===== src/rtl/video_capture_writer.sv =====
// video_capture_writer: samples the raster pixel stream and writes captured
// pixels into a ring line-buffer RAM. The capture window is set by a config
// that is shadowed at each frame start. The block also emits a one-shot start
// trigger per frame for the read side.
//
// Ports:
//   clock, reset            pixel clock, async active-high reset
//   pixel_valid             counters/pixel valid this cycle
//   R, G, B                 pixel colour channels
//   counterX, counterY      raster position
//   cfg_*                   capture/ring/trigger config, latched at frame start
//   wrdata, wraddr, wren    RAM write port (1-cycle latency from the pixel)
//   starttrigger            one-cycle start pulse, coincident with a write
//   line_count              lines captured in the current frame (saturating)
//   wrap_sticky             ring base wrapped since the last frame start
module video_capture_writer #(
    parameter int unsigned COLOR_BITS     = 8,
    parameter int unsigned CNT_WIDTH      = 12,
    parameter int unsigned ADDR_WIDTH     = 14,
    parameter int unsigned LINE_CNT_WIDTH = 10
) (
    input  logic                      clock,
    input  logic                      reset,
    input  logic                      pixel_valid,
    input  logic [COLOR_BITS-1:0]     R,
    input  logic [COLOR_BITS-1:0]     G,
    input  logic [COLOR_BITS-1:0]     B,
    input  logic [CNT_WIDTH-1:0]      counterX,
    input  logic [CNT_WIDTH-1:0]      counterY,
    input  logic [CNT_WIDTH-1:0]      cfg_h_start,
    input  logic [CNT_WIDTH-1:0]      cfg_h_end,
    input  logic [CNT_WIDTH-1:0]      cfg_v_start,
    input  logic [CNT_WIDTH-1:0]      cfg_v_end,
    input  logic                      cfg_gap_en,
    input  logic [CNT_WIDTH-1:0]      cfg_gap_start,
    input  logic [CNT_WIDTH-1:0]      cfg_gap_end,
    input  logic                      cfg_hdecim,
    input  logic [ADDR_WIDTH-1:0]     cfg_line_length,
    input  logic [ADDR_WIDTH:0]       cfg_ram_numwords,
    input  logic                      cfg_frame_align,
    input  logic [ADDR_WIDTH-1:0]     cfg_trigger_addr,
    input  logic [LINE_CNT_WIDTH-1:0] cfg_trigger_lines,
    output logic [3*COLOR_BITS-1:0]   wrdata,
    output logic [ADDR_WIDTH-1:0]     wraddr,
    output logic                      wren,
    output logic                      starttrigger,
    output logic [LINE_CNT_WIDTH-1:0] line_count,
    output logic                      wrap_sticky
);

    localparam int unsigned NW_W = ADDR_WIDTH + 1;

    // Shadow config, active for the whole frame
    logic [CNT_WIDTH-1:0]      sh_h_start, sh_h_end, sh_v_start, sh_v_end;
    logic                      sh_gap_en;
    logic [CNT_WIDTH-1:0]      sh_gap_start, sh_gap_end;
    logic                      sh_hdecim;
    logic [ADDR_WIDTH-1:0]     sh_line_length;
    logic [NW_W-1:0]           sh_numwords;
    logic [ADDR_WIDTH-1:0]     sh_trigger_addr;
    logic [LINE_CNT_WIDTH-1:0] sh_trigger_lines;

    logic [ADDR_WIDTH-1:0]     base;
    logic                      armed;
    logic [CNT_WIDTH-1:0]      prev_x;

    logic                      frame_start_c;
    logic                      v_cap_c;
    logic                      h_cap_c;
    logic                      capture_c;
    logic                      eol_c;
    logic                      fire_c;
    logic [CNT_WIDTH-1:0]      h_off_c;
    logic [CNT_WIDTH-1:0]      h_idx_c;
    logic [ADDR_WIDTH-1:0]     addr_c;
    logic [ADDR_WIDTH-1:0]     base_next_c;
    logic                      wrap_next_c;

    // Window qualification and write address against the current shadows
    always_comb begin
        frame_start_c = pixel_valid && (counterX == '0) && (counterY == '0);
        v_cap_c       = (counterY >= sh_v_start) && (counterY < sh_v_end)
                        && !(sh_gap_en && (counterY >= sh_gap_start) && (counterY < sh_gap_end));
        h_off_c       = counterX - sh_h_start;
        h_cap_c       = (counterX >= sh_h_start) && (counterX < sh_h_end)
                        && (!sh_hdecim || !h_off_c[0]);
        capture_c     = pixel_valid && v_cap_c && h_cap_c;
        h_idx_c       = sh_hdecim ? (h_off_c >> 1) : h_off_c;
        addr_c        = base + ADDR_WIDTH'(h_idx_c);
        // Only the first valid h_end of a run ends the line
        eol_c         = pixel_valid && (counterX == sh_h_end) && (prev_x != sh_h_end);
        fire_c        = capture_c && armed && (line_count < sh_trigger_lines)
                        && (addr_c == sh_trigger_addr);
    end

    // Ring advance: wrap to 0 once the next slot would not fit
    always_comb begin
        base_next_c = base;
        wrap_next_c = 1'b0;
        if (NW_W'(base) < (sh_numwords - NW_W'(sh_line_length))) begin
            base_next_c = base + sh_line_length;
        end else begin
            base_next_c = '0;
            wrap_next_c = 1'b1;
        end
    end

    // Config shadow registers
    always_ff @(posedge clock or posedge reset) begin
        if (reset) begin
            sh_h_start       <= '0;
            sh_h_end         <= '0;
            sh_v_start       <= '0;
            sh_v_end         <= '0;
            sh_gap_en        <= 1'b0;
            sh_gap_start     <= '0;
            sh_gap_end       <= '0;
            sh_hdecim        <= 1'b0;
            sh_line_length   <= '0;
            sh_numwords      <= '0;
            sh_trigger_addr  <= '0;
            sh_trigger_lines <= '0;
        end else if (frame_start_c) begin
            sh_h_start       <= cfg_h_start;
            sh_h_end         <= cfg_h_end;
            sh_v_start       <= cfg_v_start;
            sh_v_end         <= cfg_v_end;
            sh_gap_en        <= cfg_gap_en;
            sh_gap_start     <= cfg_gap_start;
            sh_gap_end       <= cfg_gap_end;
            sh_hdecim        <= cfg_hdecim;
            sh_line_length   <= cfg_line_length;
            sh_numwords      <= cfg_ram_numwords;
            sh_trigger_addr  <= cfg_trigger_addr;
            sh_trigger_lines <= cfg_trigger_lines;
        end
    end

    // Write port and trigger
    always_ff @(posedge clock or posedge reset) begin
        if (reset) begin
            wren         <= 1'b0;
            starttrigger <= 1'b0;
            wrdata       <= '0;
            wraddr       <= '0;
        end else begin
            wren         <= capture_c;
            starttrigger <= fire_c;
            if (capture_c) begin
                wrdata <= {R, G, B};
                wraddr <= addr_c;
            end
        end
    end

    // Line/frame bookkeeping; frame start takes priority over end of line
    always_ff @(posedge clock or posedge reset) begin
        if (reset) begin
            base        <= '0;
            armed       <= 1'b0;
            line_count  <= '0;
            wrap_sticky <= 1'b0;
            prev_x      <= '0;
        end else begin
            if (pixel_valid) begin
                prev_x <= counterX;
            end
            if (frame_start_c) begin
                line_count  <= '0;
                wrap_sticky <= 1'b0;
                armed       <= 1'b1;
                if (cfg_frame_align) begin
                    base <= '0;
                end
            end else begin
                if (fire_c) begin
                    armed <= 1'b0;
                end
                if (eol_c && v_cap_c) begin
                    base <= base_next_c;
                    if (wrap_next_c) begin
                        wrap_sticky <= 1'b1;
                    end
                    if (line_count != '1) begin
                        line_count <= line_count + LINE_CNT_WIDTH'(1);
                    end
                end
            end
        end
    end

endmodule


===== config.mk =====
export PLATFORM = sky130hd
export DESIGN_NAME = video_capture_writer
export DESIGN_NICKNAME = d
export VERILOG_FILES = /design/src/rtl/video_capture_writer.sv
export SDC_FILE = /design/constraint.sdc
export NUM_CORES = 1
export LEC_CHECK = 0
export CORE_MARGIN = 4
export CORE_UTILIZATION = 55
export CTS_BUF_LIST = sky130_fd_sc_hd__clkbuf_2
export DETAILED_ROUTE_END_ITERATION = 16
export MAX_ROUTING_LAYER = met4
export PLACE_DENSITY = 0.95
export SYNTH_ARGS = -nofsm -noshare
export SYNTH_HDL_FRONTEND = slang
export SYNTH_SLANG_ARGS = --single-unit

===== constraint.sdc =====
create_clock -name clock -period 8.7 [get_ports clock]
set_input_delay 1.305 -clock clock [delete_from_list [all_inputs] [get_ports clock]]
set_output_delay 1.305 -clock clock [all_outputs]
set_load 0.05 [all_outputs]

==> results.cfg, run 1 <==
[run_status]
outcome = finished, final reports clean

[worst_setup_path]
crit_path_start_kind = input pin
critPathLaunch = counterX[0]
critPathMaxFanout = 12
cp.arrival_ps = 6280
r2r_start = sh_line_length[1]
critPathCaptureType = register
r2r_cells = 18
setup.worst_path.class = input pin to register
required_ps = 9400

[cts]
cts-resized-gates = 0
holdBufCountCts = 0
clk_latency_ps = 870
cts-root-buf = clkbuf_2
cts_max_level = 2
cts_buffer_depth = 3
clkTransAtPathRegs_ps = 90
numCtsBuffers = 53
cts_tree = built
clkSinkCount = 205
postCtsSetupRepairBufs = 0

[cells_and_area]
fin_nets = 1890
postLayoutCoreUtil_pct = 69.5
fillerInstances = 1707
multi_input_area_um2 = 7120
area_growth_pct = 23.3
drive_gt1_share_pct = 11.9
regArea_um2 = 5130

[floorplanning]
rows = 55
dieArea_um2 = 25900
die_y_um = 161
start_util_pct = 56.4
io_pins = 230
die_w_um = 161
core_area_um2 = 22800

[synth]
synth_cell_type_count = 68
syn_area_um2 = 12900
synth_top_family_by_area = compound AO/OA/AOI/OAI gates
synth-simple-area-share_pct = 12.9
synth_cells = 1334
syn_area_per_cell_um2 = 9.66
ys_warn_count = 0
synth_mux_area_share_pct = 8.08
seq_area_frac_synth_pct = 39.8
synthArstFlopShare_pct = 100
yosys.area_share.xor_xnor_pct = 4.85
ys.flop_type = dfrtp_1
synth_nets = 1650
synthAdderAreaFrac_pct = 13.5
synth_compound_area_share_pct = 15.8
synth_edf_count = 0
synth_seq_cells = 205

[route]
wl_per_cell_um = 17.9
dr.pass1.iters = 6
vias = 10931
first_iter_violations = 739
drcViolationCount = 0
routed_wl_um = 34500
ant_nets = 0
viasPerCell = 5.68

[sta]
slew_headroom_pct = 20.0
worstMarginPinSlew_ps = 1200
finalSetupViolCount = 0
final.period_utilization_pct = 64.1
finalSetupTns_ps = 0
hold_ws_ps = 512
skew_ps = 76.8
period_minus_slack_ps = 5580
grt_setup_unrepaired = no
fmax_ghz = 0.179
slew_viol_final = 0
hold_viol_final = 0

[global_routing]
grt_pass1_vias = 11432
grt_max_degree = 128
grt_pass1_wl_um = 56100
grt_overflow = 0
grt_usage_pct = 27.0
antenna_found_initial = 2

[hold_path]
min_path_type = register to register
hp-start = sh_v_end[0]
min_path_cells = 1

[placed_design]
port_buffers = 229
gp_congestion = 0.924
dpl.hpwl_um = 26000

[power_and_ir_drop]
p_total_mw = 1.79
p_leak_nw = 7.76
powerDensity_nw_per_um2 = 113
max-vdd-ir-drop_mv = 0.0893

[run]
drv_cap = 0
-- kinds of logic after synthesis --
| group | after synthesis |
|---|---|
| AOI/OAI and AO/OA | 323 |
| adders and majority gates | 137 |
| xor gates and xnor gates | 68 |
| DFF | 205 |
| buffers and inverters | 169 |
| muxes | 93 |
| and+or+nand+nor | 339 |
-- power by group --
| part | switching (mW) | leakage (nW) | total, mW | internal, mW |
|---|---|---|---|---|
| sequential | 0.00396 | 2.36 | 0.962 | 0.958 |
| combinational | 0.0817 | 5.06 | 0.186 | 0.105 |
| clock | 0.409 | 0.345 | 0.641 | 0.232 |
-- per-layer routing --
layer / GRT usage (%) / vias up / routed length, um
met5: - / - / 0
met4: 10.4 / 0 / 1220
met3: 5.51 / 102 / 2440
met2: 43.9 / 455 / 16300
met1: 33.4 / 5151 / 14600
li1: - / 5223 / -
-- cells in the final DEF (no fill, tap or decap), types with 5 or more instances in the layout --
master,synthesis,final
nor2b_1,13,13
inv_1,120,119
mux2_2,88,88
o31ai_1,9,9
clkbuf_2,0,74
nor4b_1,7,7
a211oi_1,9,9
or3_1,5,5
ha_1,133,133
o21ai_0,138,138
o211ai_1,5,5
xor2_1,16,16
nand4_1,17,17
mux2i_1,5,5
dfrtp_1,205,205
and3_1,8,8
nand2_1,157,157
nor3_1,10,10
nor2_1,51,49
clkinv_1,1,10
nor4_1,9,9
clkinv_2,0,6
xnor2_1,50,50
and2_1,7,7
o21a_1,18,18
or4_1,7,7
clkdlybuf4s50_1,0,229
a21o_1,29,29
a221oi_1,5,5
nand3_1,15,15
a21oi_1,52,52
o21ai_1,5,5
o2111ai_1,6,6
nand2b_1,12,12
-- cell type report --
| type | count | share of cell area [%] |
|---|---|---|
| inverters | 121 | 2.91 |
| flip-flops and latches | 205 | 32.3 |
| well taps | 313 | 2.46 |
| clock buffers | 74 | 2.33 |
| multi-input cells | 960 | 44.8 |
| diodes | 2 | 0.0315 |
| repair buffers | 233 | 14.6 |
| clock inverters | 18 | 0.543 |
-- Yosys cell counts (4+ instances only) --
master     number  share of area [%]
nand4_1        17               0.83
buf_2           6               0.23
and3_1          8               0.39
o2111ai_1       6               0.41
nor2b_1        13               0.63
o21ai_1         5               0.19
clkbuf_1       37                1.1
xnor2_1        50                3.4
and2_1          7               0.34
nand3b_1        4               0.23
a21o_1         29                1.7
nand2_1       157                4.6
o21a_1         18                1.0
o311ai_0        4               0.27
dfrtp_1       205                 40
nand2b_1       12               0.58
o2111a_1        4               0.35
o21ai_0       138                5.4
mux2_2         88                7.7
mux2i_1         5               0.39
xor2_1         16                1.1
nor4b_1         7               0.48
fa_1            4               0.62
a211oi_1        9               0.52
or3_1           5               0.24
nand3_1        15               0.58
inv_1         120                3.5
a221oi_1        5               0.34
a311oi_1        4               0.27
nor4_1          9               0.44
o211ai_1        5               0.29
a21oi_1        52                2.0
buf_1           4               0.12
ha_1          133                 13
a211o_1         4               0.27
nor3b_1         4               0.23
nor3_1         10               0.39
o31ai_1         9               0.52
or2_2           4               0.19
nor2_1         51                1.5
or4_1           7               0.41
-- critical path: stages --
cell and delay [ps]:
clkdlybuf4s50_1 470, inv_1 110, ha_1 170, inv_1 60, fa_1 400, a21o_1 180
a21oi_1 340, o221ai_1 250, a21o_1 230, a21oi_1 180, xnor2_1 110, a21oi_1 150
nand3_1 90, ha_1 450, a21o_1 230, a21oi_1 240, nor2_1 90, a311oi_1 280
nand4_1 150, nor4b_1 340, nand4b_1 130, nor4b_1 330
-- final timing paths --
kind,end,slack [ps]
max in group asynchronous,line_count[4],6040
worst max register to register,base[13],3240
min in group asynchronous,sh_line_length[13],1050
worst min register to register,sh_v_end[0],510
worst max-delay path,starttrigger,3120
worst min-delay path,sh_v_end[0],510
-- per-stage QoR --
step	instance area, um^2	setup WS, ps	instances
floorplan	12900	1800	1334
global placement	15400	2500	1832
detailed placement	15400	2330	1832
CTS	15900	3230	1924
global route	15900	2690	1926
finish	15900	3120	1926
-- state kept, by name, indices dropped and copies added, names as in the netlist, 10 cells and up --
signal,cells
sh_trigger_addr,14
sh_line_length,14
sh_v_end,12
sh_h_end,12
sh_gap_start,12
wrdata,24
sh_h_start,12
sh_trigger_lines,10
wraddr,14
base,14
sh_v_start,12
prev_x,12
line_count,10
sh_numwords,15
sh_gap_end,12
(Power assumes the default switching activity.)
==> run 2, diff against run 1 <==
--- a/config.mk
+++ b/config.mk
@@ -6,11 +6,11 @@
 export NUM_CORES = 1
 export LEC_CHECK = 0
 export CORE_MARGIN = 4
-export CORE_UTILIZATION = 55
+export CORE_UTILIZATION = 50
 export CTS_BUF_LIST = sky130_fd_sc_hd__clkbuf_2
 export DETAILED_ROUTE_END_ITERATION = 16
 export MAX_ROUTING_LAYER = met4
-export PLACE_DENSITY = 0.95
+export PLACE_DENSITY = 0.91
 export SYNTH_ARGS = -nofsm -noshare
 export SYNTH_HDL_FRONTEND = slang
 export SYNTH_SLANG_ARGS = --single-unit
==> constraint.sdc (replaced) <==
create_clock -name clock -period 5.13 [get_ports clock]
set_input_delay 0.7695 -clock clock [delete_from_list [all_inputs] [get_ports clock]]
set_output_delay 0.7695 -clock clock [all_outputs]
set_load 0.05 [all_outputs]
==> run 2 against run 1 <==
  * Die area rose by 9.5%
  * Core utilization fell by 5.0 points
  * Sequential power rose by 69%
  * Power rose by 70%
  * Register-to-register slack got worse by 2800 ps
  * Clock skew rose by 6.7 ps
  * Count of clock-buffer cells in the layout fell by 3
==> results.cfg, run 2 (synthesis gave the netlist of run 1 again) <==
[cells_and_area]
final_cell_mix = clkdlybuf4s50_1, dfrtp_1, nand2_1, o21ai_0, ha_1
regMostFlops = wrdata
multi_input_area_um2 = 7140
postLayoutCoreUtil_pct = 64.6
fin_nets = 1936
fin_area_um2 = 16300
largest_reg_flops = 24
regArea_um2 = 5130
area_growth_pct = 26.6
fillerInstances = 2015
reg_top3 = wrdata (24), sh_numwords (15)
layout_commonest_cell = clkdlybuf4s50_1
drive_gt1_share_pct = 14.1
fin_cells = 1989

[cts]
numCtsBuffers = 53
cts_tree = built
cts_buffer_depth = 3
postCtsSetupRepairBufs = 0
clkTransAtPathRegs_ps = 140
cts-root-buf = clkbuf_2
clk_latency_ps = 850
clkSinkCount = 205
cts_max_level = 2

[power_and_ir_drop]
p_total_mw = 3.04
pwr-share-seq_pct = 53.6
p_leak_nw = 7.98
switchingPower_mw = 0.851
max-vdd-ir-drop_mv = 0.139
swShare_pct = 28.0
power.share.clock_pct = 35.6
powerDensity_nw_per_um2 = 187
intPower_mw = 2.19
combPwrFrac_pct = 10.8

[global_routing]
grt_overflow = 0
grt_pass1_vias = 11495
antenna_found_initial = 2
grt_max_degree = 150
grt_pass1_wl_um = 56600
grt_usage_pct = 24.9

[worst_setup_path]
cp.arrival_ps = 5430
setup.worst_path.class = register to register
crit_path_start_kind = register
critPathLaunch = sh_h_start[1]
required_ps = 5830
r2r_start = sh_h_start[1]
critPathMaxFanout = 5
critPathCaptureType = register

[placed_design]
gp_congestion = 0.902
place_area_um2 = 15800
port_buffers = 229
place_inst = 1895
dpl.hpwl_um = 26800

[floorplanning]
core_area_um2 = 25300
rows = 58
die_w_um = 169
start_util_pct = 51.0
io_pins = 230
die_y_um = 169
dieArea_um2 = 28400

[route]
first_iter_violations = 627
wl_per_cell_um = 17.5
dr.pass1.iters = 5
ant_nets = 0
viasPerCell = 5.57
vias = 11080
drcViolationCount = 0
routed_wl_um = 34700

[sta]
fmax_ghz = 0.211
final.period_utilization_pct = 92.3
period_minus_slack_ps = 4730
slew_viol_final = 0
slew_headroom_pct = 50.1
finalSetupViolCount = 0
hold_viol_final = 0
worstMarginPinSlew_ps = 749
skew_ps = 83.5
grt_setup_unrepaired = no
finalSetupTns_ps = 0

[run_status]
outcome = finished, final reports clean

[run]
drv_cap = 0

[hold_path]
min_path_type = input pin to asynchronous set/reset pin
run 2: cell types whose count changed in the layout (fill, tap and decap cells not counted), moves of 3 or more:
cell      change
buf_4        +42
buf_12        +4
clkbuf_2      -3
clkinv_1      +7
clkinv_2      -3
run 2: stage by stage:
stage | hold slack (ps) | setup WS, ps
finish | 298 | 395
global route | 291 | 2.70
CTS | 285 | 355
detailed placement | 496 | -336
global placement | 485 | -236
floorplan | 473 | 272
run 2: critical path, cell delays in order, from the launching register on:
cell and delay (ps):
dfrtp_1 370, inv_1 120, ha_1 270, nor2b_1 140
o21ai_0 210, a21oi_1 150, o211a_1 210, o21ai_0 270
a21oi_1 190, or2_2 340, o31ai_1 310, ha_1 300
and2_1 180, o21ai_0 190, o211ai_1 120, nor4bb_1 310
nand4_1 160, nor4b_1 330, nand4b_1 140, nor4b_1 300
run 2: path summary, 6_finish.rpt:
| path | to | slack [ps] | cells after the start |
|---|---|---|---|
| worst max-delay path | starttrigger | 400 | 19 |
| worst min-delay path | sh_line_length[5] | 300 | 2 |
| worst max register to register | starttrigger | 400 | 19 |
| worst min register to register | wrdata[7] | 510 | 1 |
| max in group asynchronous | wraddr[1] | 3680 | 3 |
| min in group clock | sh_line_length[3] | 480 | 3 |
run 2: cell type report:
class	instances	share of cell area (%)
multi-input cells	960	43.8
inverters	121	2.81
diodes	2	0.0307
clock buffers	71	2.18
clock inverters	21	0.552
flip-flops and latches	205	31.5
repair buffers	279	16.7
well taps	330	2.53
run 2: what timing repair did:
item,CTS,global route
endpoints found under the setup margin,0,16
hold buffers,0,0
resized for setup,0,4
hold endpoints to repair,0,0
run 2: power groups by stage:
| stage | registers (mW) | clock network, mW | logic [mW] |
|---|---|---|---|
| final | 1.63 | 1.08 | 0.329 |
| after global routing | 1.63 | 1.21 | 0.358 |
| after CTS | 1.63 | 1.11 | 0.329 |
| after detailed placement | 1.66 | 0 | 0.326 |
| after global placement | 1.66 | 0 | 0.319 |
| after floorplan | 1.66 | 0 | 0.121 |
run 2: layer usage:
| metal | global-route usage [%] | share of wire, % |
|---|---|---|
| met5 | - | 0 |
| met4 | 9.35 | 3.5 |
| met3 | 4.79 | 6.5 |
| met2 | 40.2 | 48 |
| met1 | 31.4 | 42 |
